File: config.mk
export PLATFORM = sky130hd
export DESIGN_NAME = data_bus_arbiter
export DESIGN_NICKNAME = d
export VERILOG_FILES = /design/src/rtl/data_bus_arbiter.sv
export SDC_FILE = /design/constraint.sdc
export NUM_CORES = 1
export LEC_CHECK = 0
export CORE_ASPECT_RATIO = 0.6
export CORE_MARGIN = 2
export CORE_UTILIZATION = 30
export DETAILED_ROUTE_END_ITERATION = 16
export GPL_ROUTABILITY_DRIVEN = 0
export GPL_TIMING_DRIVEN = 1
export PLACE_DENSITY = 0.75
export REMOVE_ABC_BUFFERS = 1
export SLEW_MARGIN = 40
export SYNTH_ARGS = -nofsm -noshare
export SYNTH_HDL_FRONTEND = slang
export SYNTH_SLANG_ARGS = --single-unit
File: constraint.sdc
create_clock -name clock -period 2.07 [get_ports clock]
set_input_delay 0.414 -clock clock [delete_from_list [all_inputs] [get_ports clock]]
set_output_delay 0.414 -clock clock [all_outputs]
set_load 0.005 [all_outputs]
File: src/rtl/data_bus_arbiter.sv
// Round-robin arbiter sharing the data-memory / UART bus between the processor data port (M0)
// and the UART loader (M1); one transaction in flight, strobe once, wait target latency, pulse ready.
module data_bus_arbiter #(
    parameter int DATA_WIDTH   = 32,
    parameter int MEM_LATENCY  = 1,
    parameter int UART_LATENCY = 2
) (
    input  logic                  clock,
    input  logic                  reset,
    input  logic                  m0_read,
    input  logic                  m0_write,
    input  logic [DATA_WIDTH-1:0] m0_address,
    input  logic [DATA_WIDTH-1:0] m0_write_data,
    output logic [DATA_WIDTH-1:0] m0_read_data,
    output logic                  m0_ready,
    input  logic                  m1_read,
    input  logic                  m1_write,
    input  logic [DATA_WIDTH-1:0] m1_address,
    input  logic [DATA_WIDTH-1:0] m1_write_data,
    output logic [DATA_WIDTH-1:0] m1_read_data,
    output logic                  m1_ready,
    output logic [DATA_WIDTH-1:0] bus_address,
    output logic [DATA_WIDTH-1:0] bus_write_data,
    output logic                  mem_read,
    output logic                  mem_write,
    output logic                  uart0_read,
    output logic                  uart0_write,
    output logic                  uart1_read,
    output logic                  uart1_write,
    input  logic [DATA_WIDTH-1:0] mem_read_data,
    input  logic [DATA_WIDTH-1:0] uart0_read_data,
    input  logic [DATA_WIDTH-1:0] uart1_read_data,
    output logic [1:0]            grant,
    output logic                  busy,
    output logic [1:0]            dbg_state
);

    localparam int CNT_W = 8;

    typedef enum logic [1:0] {IDLE = 2'd0, ACCESS = 2'd1, DONE = 2'd2} state_t;
    typedef enum logic [1:0] {TGT_MEM = 2'd0, TGT_UART0 = 2'd1, TGT_UART1 = 2'd2} tgt_t;

    state_t                state_q, state_d;
    tgt_t                  tgt_q, tgt_d;
    logic                  owner_q, owner_d;       // 0 = M0, 1 = M1
    logic                  last_q, last_d;
    logic                  write_op_q, write_op_d;
    logic                  first_q, first_d;
    logic [CNT_W-1:0]      cnt_q, cnt_d;
    logic [DATA_WIDTH-1:0] addr_q, addr_d;
    logic [DATA_WIDTH-1:0] wdata_q, wdata_d;
    logic [DATA_WIDTH-1:0] rdata0_q, rdata0_d;
    logic [DATA_WIDTH-1:0] rdata1_q, rdata1_d;

    logic                  req0, req1, pick1, sel_write;
    logic [DATA_WIDTH-1:0] sel_addr, sel_rdata;
    tgt_t                  sel_tgt;

    always_ff @(posedge clock or negedge reset) begin
        if (!reset) begin
            state_q    <= IDLE;
            tgt_q      <= TGT_MEM;
            owner_q    <= 1'b0;
            last_q     <= 1'b1;
            write_op_q <= 1'b0;
            first_q    <= 1'b0;
            cnt_q      <= '0;
            addr_q     <= '0;
            wdata_q    <= '0;
            rdata0_q   <= '0;
            rdata1_q   <= '0;
        end else begin
            state_q    <= state_d;
            tgt_q      <= tgt_d;
            owner_q    <= owner_d;
            last_q     <= last_d;
            write_op_q <= write_op_d;
            first_q    <= first_d;
            cnt_q      <= cnt_d;
            addr_q     <= addr_d;
            wdata_q    <= wdata_d;
            rdata0_q   <= rdata0_d;
            rdata1_q   <= rdata1_d;
        end
    end

    always_comb begin
        state_d    = state_q;
        tgt_d      = tgt_q;
        owner_d    = owner_q;
        last_d     = last_q;
        write_op_d = write_op_q;
        first_d    = 1'b0;
        cnt_d      = cnt_q;
        addr_d     = addr_q;
        wdata_d    = wdata_q;
        rdata0_d   = rdata0_q;
        rdata1_d   = rdata1_q;

        req0 = m0_read | m0_write;
        req1 = m1_read | m1_write;
        // On a tie the master that did not win last time takes the bus.
        pick1     = req1 && (!req0 || !last_q);
        sel_addr  = pick1 ? m1_address : m0_address;
        sel_write = pick1 ? m1_write : m0_write;
        if (!sel_addr[8])      sel_tgt = TGT_MEM;
        else if (!sel_addr[9]) sel_tgt = TGT_UART0;
        else                   sel_tgt = TGT_UART1;

        case (tgt_q)
            TGT_UART0: sel_rdata = uart0_read_data;
            TGT_UART1: sel_rdata = uart1_read_data;
            default:   sel_rdata = mem_read_data;
        endcase

        case (state_q)
            IDLE: begin
                if (req0 || req1) begin
                    state_d    = ACCESS;
                    owner_d    = pick1;
                    last_d     = pick1;
                    addr_d     = sel_addr;
                    wdata_d    = pick1 ? m1_write_data : m0_write_data;
                    write_op_d = sel_write;
                    tgt_d      = sel_tgt;
                    first_d    = 1'b1;
                    cnt_d      = (sel_tgt == TGT_MEM) ? CNT_W'(MEM_LATENCY) : CNT_W'(UART_LATENCY);
                end
            end
            ACCESS: begin
                cnt_d = cnt_q - CNT_W'(1);
                if (cnt_q == CNT_W'(1)) begin
                    state_d = DONE;
                    if (!write_op_q) begin
                        if (owner_q) rdata1_d = sel_rdata;
                        else         rdata0_d = sel_rdata;
                    end
                end
            end
            DONE:    state_d = IDLE;
            default: state_d = IDLE;
        endcase
    end

    // The strobe is confined to the first ACCESS cycle so a UART FIFO sees one push/pop.
    logic strobe;
    assign strobe = (state_q == ACCESS) && first_q;

    assign mem_read    = strobe && (tgt_q == TGT_MEM)   && !write_op_q;
    assign mem_write   = strobe && (tgt_q == TGT_MEM)   &&  write_op_q;
    assign uart0_read  = strobe && (tgt_q == TGT_UART0) && !write_op_q;
    assign uart0_write = strobe && (tgt_q == TGT_UART0) &&  write_op_q;
    assign uart1_read  = strobe && (tgt_q == TGT_UART1) && !write_op_q;
    assign uart1_write = strobe && (tgt_q == TGT_UART1) &&  write_op_q;

    assign busy           = (state_q != IDLE);
    assign grant          = busy ? {owner_q, !owner_q} : 2'b00;
    assign m0_ready       = (state_q == DONE) && !owner_q;
    assign m1_ready       = (state_q == DONE) &&  owner_q;
    assign m0_read_data   = rdata0_q;
    assign m1_read_data   = rdata1_q;
    assign bus_address    = addr_q;
    assign bus_write_data = wdata_q;
    assign dbg_state      = state_q;

endmodule

Yosys cells after proc, flatten, opt, wreduce, memory -nomap -nowiden
Index checks and enable logic that the tools add are counted.
{ "word_totals": {"inputBits": 230, "wordCells": 67, "regBits": 144, "out_inout_bits": 141} }
{ "classes": {"n_eq_ne": 7, "mux": 15, "n_addsub": 1, "bitwise": 4, "reduce_logical": 29} }
{ "op_table": {"columns": ["cell", "count"], "rows": [
  ["$mux 32", 2],
  ["$pmux 32 s2", 1],
  ["$pmux 8 s2", 1],
  ["$logic_and 1x1->1", 13],
  ["$mux 2", 6],
  ["$eq 8x1->1 const B", 1],
  ["$mux 8", 1],
  ["$reduce_and 4->1", 2],
  ["$sub 8x1->8 const B", 1],
  ["$logic_not 2->1", 3],
  ["$reduce_and 2->1", 3],
  ["$eq 2x1->1 const B", 2],
  ["$eq 2x2->1 const B", 2],
  ["$logic_not 1->1", 4],
  ["$ne 2x2->1 const B", 2],
  ["$pmux 2 s2", 1],
  ["$reduce_bool 2->1", 2],
  ["$mux 1", 3],
  ["$logic_or 1x1->1", 2],
  ["$not 1->1", 2],
  ["$or 1x1->1", 2]
]} }

Longest topological paths before layout
Gate-level depths: netlist of the first run.
{ "depth": {"depth_word": 11, "ltp_mapped": 8, "ltp_nobuf": 6} }

Worst setup path after synthesis of the first run
OpenSTA, ideal clock, no wires.
{ "synth_timing": {"path_type": "flip-flop to output port", "from": "register tgt_q[0]", "to": "output port uart1_write", "path_stages_with_launch": 6, "n_path_buf": 2, "setup_slack_ns": 0.380, "arrival_ns": 1.276, "required_ns": 1.656, "path_cell_list": "dfrtp_1 > inv_1 > ha_1 > clkbuf_1 > clkbuf_1 > and4_1"} }
{ "synth_via": {"elab_chain_cells": 3} }
{ "synth_lines": {"columns": ["item", "line", "source"], "rows": [
  ["from (decl)", "44", "tgt_t tgt_q, tgt_d;"],
  ["from (signal assigned)", "74", "tgt_q <= tgt_d;"],
  ["$eq 2x2->1", "154", "assign uart1_write = strobe && (tgt_q == TGT_UART1) && write_op_q;"],
  ["$logic_and 1x1->1 (2 in series)", "154", null],
  ["to (decl)", "29", "output logic uart1_write,"]
]} }
No other way between the ends.

Final worst setup path of the first run
{ "layout_timing": {"from": "register tgt_q[0]", "to": "output port uart1_read"} }
{ "layout_via": {"elab_chain_cells": 3} }
{ "layout_lines": {"columns": ["item", "line", "source"], "rows": [
  ["$eq 2x2->1", "153", "assign uart1_read = strobe && (tgt_q == TGT_UART1) && !write_op_q;"],
  ["$logic_and 1x1->1 (2 in series)", "153", null],
  ["to (decl)", "28", "output logic uart1_read,"]
]} }
No other way between the ends.

==> flow_summary.ini, run 1 <==
[finish]
fin_cells = 1450
fin_util_pct = 52.8
area.growth.synth_to_final_pct = 72.2
layout-drive-gt1-share_pct = 9.38
nNetsFinal = 1364
fill_cells = 2022

[drt]
num_vias = 6889
route.detailed.drc = 0
via_per_inst = 4.75
dr.pass1.iters = 6
wl_per_cell_um = 16.5
totalWireLength_um = 23900
ant_nets = 0
drt_iter0_markers = 375

[pwr]
power_mw = 6.51
irDropWorstVdd_v = 0.000524
p_leak_nw = 5.09
p_per_area_nw_per_um2 = 556

[timing]
slew_headroom_pct = 71.3
slew_violations = 0
fin_setup_tns_ps = 0
finalSetupViolCount = 0
max_freq_mhz = 499
hold_viol = 0
layout_setup_ws_ps = 66.2
worst_slew_pin_slew_ps = 425
fin_crit_sh_pct = 96.8
skew_ps = 8.03
fin_crit_ps = 2000

[clock_tree]
cts_tree = yes
clk_path_buf_depth = 2
cts_made_buffers = 17
cts_sinks = 144
htree_levels = 4
path_clk_slew_ps = 60
clk_latency_ps = 420
cts_root_buf = clkbuf_16

[synth]
ys_seq_area_share_pct = 53.1
synthCells = 757
synth_area_leaders = dfrtp_1 53%, a21oi_1 9.4%, nand2_1 7.4%, a22oi_1 3.8%, nor2_1 3.8%
synthesis.area_um2 = 6790
synth-seq-cells = 144
synth_area_leader_cell = dfrtp_1
netlist.area_leader.share_pct = 52.7
synth_edf_count = 0
avgSynthCellArea_um2 = 8.97
yosysUniqueCellTypes = 46
yosysWarningCount = 0
async_flop_share_pct = 100
synth_flop_cell = dfrtp_1

[global_route]
grt_max_degree = 67
grt_pass1_wl_um = 37400
track_usage_pct = 20.2
antenna_found_initial = 0
overflow = 0
grt_pass1_vias = 6960

[critical_path]
slowest_stage = dfrtp_1
arrival_ps = 1590
startpoint = tgt_q[0]$_DFFE_PN0P_
crit_chain = inv_2 > buf_4 > ha_4 > and3_1 > dlygate4sd2_1
critPathMaxStageDelay_ps = 360
end_kind = primary output
cp_top_family = buffers and inverters
worstPathRequired_ps = 1660
path_max_fanout = 4
critical_path_class = flip-flop to primary output
timing.rr.end = m1_read_data[5]$_DFFE_PN0P_
cp_num_cells = 5
reg2regPathDepth = 8
worstPathBufferInverterCount = 3
reg2reg_setup_slack_ps = 300
timing.rr.start = tgt_q[0]$_DFFE_PN0P_
start_kind = flip-flop
crit_path_end = uart1_read

[placed_design]
hpwlAfterDp_um = 17400
dp.cells = 1405
portBuffers = 370
post-place-ws_ps = -19.7

[floorplanning]
die_area_um2 = 23900
die_w_um = 198
initial_utilization_pct = 30.7
core_um2 = 22100
io_pins = 371
row_count = 42
die_h_um = 121

[outcome]
outcome = finished, final reports clean

[run]
drv_cap = 0

[worst_hold_path]
hp-class = input port to asynchronous set/reset pin
[cells in the final DEF, fill, tap and decap left out, types with 3 or more instances in the layout]
cell	netlist	routed
clkdlybuf4s50_1	0	361
dfrtp_1	143	141
nand2_1	133	133
a21oi_1	127	127
nor2_1	68	67
o21ai_1	44	44
o21ai_0	39	38
a22oi_1	34	34
nand2b_1	34	33
buf_4	3	27
o21ai_2	20	20
clkbuf_16	0	17
buf_12	0	12
dlygate4sd2_1	0	6
inv_1	7	5
nand3_1	5	5
and3_1	4	4
and4_1	4	4
inv_2	1	3
ha_4	0	3
clkinvlp_4	0	3
clkbuf_1	29	3
[layer usage]
layer  share of wire [%]  vias up  track usage (%)
met5                   0        -                0
met4                 1.0        0             5.22
met3                 6.4       20             6.05
met2                  47      224             32.1
met1                  46     3293             27.0
li1                    -     3352                -
[cells in the mapped netlist (2+ instances only)]
| cell type | count |
|---|---|
| and4_1 | 4 |
| o211ai_1 | 2 |
| a22oi_1 | 34 |
| o21ai_1 | 44 |
| clkbuf_1 | 29 |
| nand3b_1 | 2 |
| nand2b_1 | 34 |
| nand3_1 | 5 |
| o21ai_0 | 39 |
| o31ai_1 | 2 |
| mux2i_1 | 2 |
| inv_1 | 7 |
| o21ai_2 | 20 |
| a21oi_1 | 127 |
| nor2_1 | 68 |
| buf_1 | 6 |
| buf_4 | 3 |
| nand2_1 | 133 |
| dfrtp_1 | 143 |
| ha_1 | 5 |
| a31oi_1 | 2 |
| buf_2 | 16 |
| nor4_1 | 2 |
| and3_1 | 4 |
| buf_6 | 3 |
[flip-flops by register name (all words and copies together), names as in the netlist, 2 cells and up]
register and cells:
bus_address 32, m0_read_data 32, cnt_q 8, tgt_q 2, m1_read_data 32, bus_write_data 32, dbg_state 2
[timing repair]
action,4_1_cts,5_1_grt
hold endpoints to repair,32,0
setup buffers,11,2
setup endpoints to repair,10,4
pin swaps,4,2
gates resized for setup,22,1
cloned,0,0
hold buffers,1,0
[cell families after synthesis]
family | Yosys count | share of synthesized area [%]
muxes | 2 | 0.295
DFF | 144 | 53.1
and+or+nand+nor | 264 | 18.0
adders and majority gates | 5 | 0.922
AOI/OAI and AO/OA | 277 | 23.3
buffers and inverters | 65 | 4.39
[power by group]
group	internal, mW	switching [mW]
Clock	1.83	1.21
Combinational	0.428	0.221
Sequential	2.82	0
Total	5.08	1.43
[worst register-to-register path: cells and delay by family, from the launching register on]
kind                       cells  cell delay, ps
adders and majority gates      1             160
DFF                            1             390
buffers and inverters          3             550
AOI/OAI and AO/OA              3             510
and+or+nand+nor                1              90
[metrics by stage]
stage	instance area, um^2	hold WS [ps]
2_1_floorplan	6520	118
3_3_place_gp	11000	339
6_report	11700	460
3_5_place_dp	11000	338
5_1_grt	11700	472
4_1_cts	11700	455
[layout make-up]
type / count / area (um^2) / area share, %
Tap cell: 308 / 385 / 3.30
Clock inverter: 9 / 110 / 0.942
Sequential cell: 144 / 3610 / 30.9
Inverter: 8 / 30.0 / 0.257
Timing Repair Buffer: 410 / 4150 / 35.5
Multi-Input combinational cell: 548 / 2950 / 25.2
Clock buffer: 22 / 464 / 3.97
Antenna cell: 1 / 2.50 / 0.0214
[worst min path at each step]
stage                from                     endpoint  cells past startpoint
floorplan           reset   bus_address[0]$_DFFE_PN0P_                      0
global placement    reset  m0_read_data[5]$_DFFE_PN0P_                      1
detailed placement  reset  m0_read_data[5]$_DFFE_PN0P_                      1
CTS                 reset  m0_read_data[5]$_DFFE_PN0P_                      2
global route        reset  m0_read_data[3]$_DFFE_PN0P_                      2
finish              reset  m1_read_data[5]$_DFFE_PN0P_                      2
(Power assumes the default switching activity.)
==> run 2, diff against run 1 <==
Settings changed: GPL_ROUTABILITY_DRIVEN 0 to 1, GPL_TIMING_DRIVEN 1 to 0.
==> flow_summary.ini, run 2 (synthesis results as in run 1) <==
[outcome]
outcome = finished, final reports clean

[clock_tree]
cts_made_buffers = 17
clk_path_buf_depth = 2
clk_latency_ps = 430
cts_root_buf = clkbuf_16
path_clk_slew_ps = 60
cts_sinks = 144
htree_levels = 4
cts_tree = yes

[timing]
skew_ps = 12.0
worst_slew_pin_slew_ps = 455
fin_crit_sh_pct = 97.5
fin_setup_tns_ps = 0
slew_headroom_pct = 69.4
finalSetupViolCount = 0
slew_violations = 0
rsz0062_at_grt = true
hold_viol = 0
fin_crit_ps = 2020
max_freq_mhz = 495

[global_route]
grt_pass1_vias = 7006
overflow = 0
track_usage_pct = 21.1
grt_pass1_wl_um = 38600
grt_max_degree = 72
antenna_found_initial = 0

[floorplanning]
die_h_um = 121
row_count = 42
initial_utilization_pct = 30.7
die_area_um2 = 23900
io_pins = 371
die_w_um = 198
core_um2 = 22100

[pwr]
seq_power_share_pct = 41.7
irDropWorstVdd_v = 0.000570
p_leak_nw = 5.12
p_switching_mw = 1.44
power_mw = 6.76
p_per_area_nw_per_um2 = 567
comb_power_share_pct = 9.9
internal_power_mw = 5.32
power_frac_clock_pct = 48.4
switching_share_pct = 21.3

[critical_path]
arrival_ps = 1600
path_max_fanout = 5
reg2regPathDepth = 8
worstPathRequired_ps = 1660
start_kind = flip-flop
critical_path_class = flip-flop to primary output
end_kind = primary output

[drt]
dr.pass1.iters = 6
via_per_inst = 4.82
ant_nets = 0
route.detailed.drc = 0
totalWireLength_um = 26000
wl_per_cell_um = 17.9
drt_iter0_markers = 404
num_vias = 7009

[finish]
nNetsFinal = 1368
insertedDiodeCount = 0
final_cell_mix = 357 x clkdlybuf4s50_1, 139 x dfrtp_1, 133 x nand2_1, 127 x a21oi_1, 67 x nor2_1
final_common_cell = clkdlybuf4s50_1
fin_cells = 1453
layout-drive-gt1-share_pct = 10.8
area.growth.synth_to_final_pct = 75.4
fin_util_pct = 53.8

[run]
drv_cap = 0

[worst_hold_path]
hp-class = input port to asynchronous set/reset pin

[placed_design]
dp.cells = 1388
hpwlAfterDp_um = 17400
portBuffers = 370
place.gp.congestion = 0.778
-- run 2: repair_timing --
item	CTS	global route
resized for setup	25	19
setup endpoints to repair	88	104
pin swaps	6	4
setup buffers	22	7
hold endpoints to repair	4	0
cloned	2	2
hold buffers	1	0
-- run 2: worst paths after layout --
kind,startpoint,to,slack [ps]
setup / recovery,dbg_state[1]$_DFFE_PN0P_,mem_read,50
hold / removal,reset,m0_read_data[5]$_DFFE_PN0P_,380
setup reg to reg,dbg_state[1]$_DFFE_PN0P_,m1_read_data[12]$_DFFE_PN0P_,70
hold reg to reg,m0_read_data[23]$_DFFE_PN0P_,m0_read_data[23]$_DFFE_PN0P_,480
max in group asynchronous,reset,bus_write_data[8]$_DFFE_PN0P_,1120
min in group clock,m0_read_data[23]$_DFFE_PN0P_,m0_read_data[23]$_DFFE_PN0P_,480
-- run 2: final cells by class --
class,count,area [um^2]
fill,1979,10200
timing repair buffer,410,4190
sequential,144,3610
multi-input combinational,552,3060
clock buffer,20,457
tap,308,385
clock inverter,11,161
inverter,8,37.5
-- run 2: metal layers --
layer | GRT usage (%) | wire length, um | up-vias | part of all wire, %
met4 | 6.67 | 459 | 0 | 1.8
met3 | 6.53 | 1960 | 31 | 7.5
met2 | 32.9 | 11800 | 234 | 45
li1 | - | - | 3374 | -
met5 | 0 | 0 | - | 0
met1 | 28.1 | 11700 | 3370 | 45
-- run 2: critical path: stages, from the launching register on --
cell           delay, ps
dfrtp_2              430
buf_4                150
nor3b_4              200
and3_1               180
dlygate4sd2_1        230
-- run 2: power by group through the flow --
stage | combinational [mW] | sequential [mW] | clock (mW)
floorplan | 0.101 | 2.87 | 0
global route | 0.725 | 2.81 | 3.46
global placement | 0.627 | 2.87 | 0
finish | 0.670 | 2.82 | 3.27
CTS | 0.670 | 2.81 | 3.35
detailed placement | 0.659 | 2.87 | 0
-- run 2: through the flow --
stage                     area (um^2)  setup slack, ps  hold WS (ps)
final                           11900             51.6           377
after global routing            11900            -48.6           369
after CTS                       11800            -19.3           352
after detailed placement        10900             -775           214
after global placement          10600            -5560           468
after floorplan                  6520            -2190           118
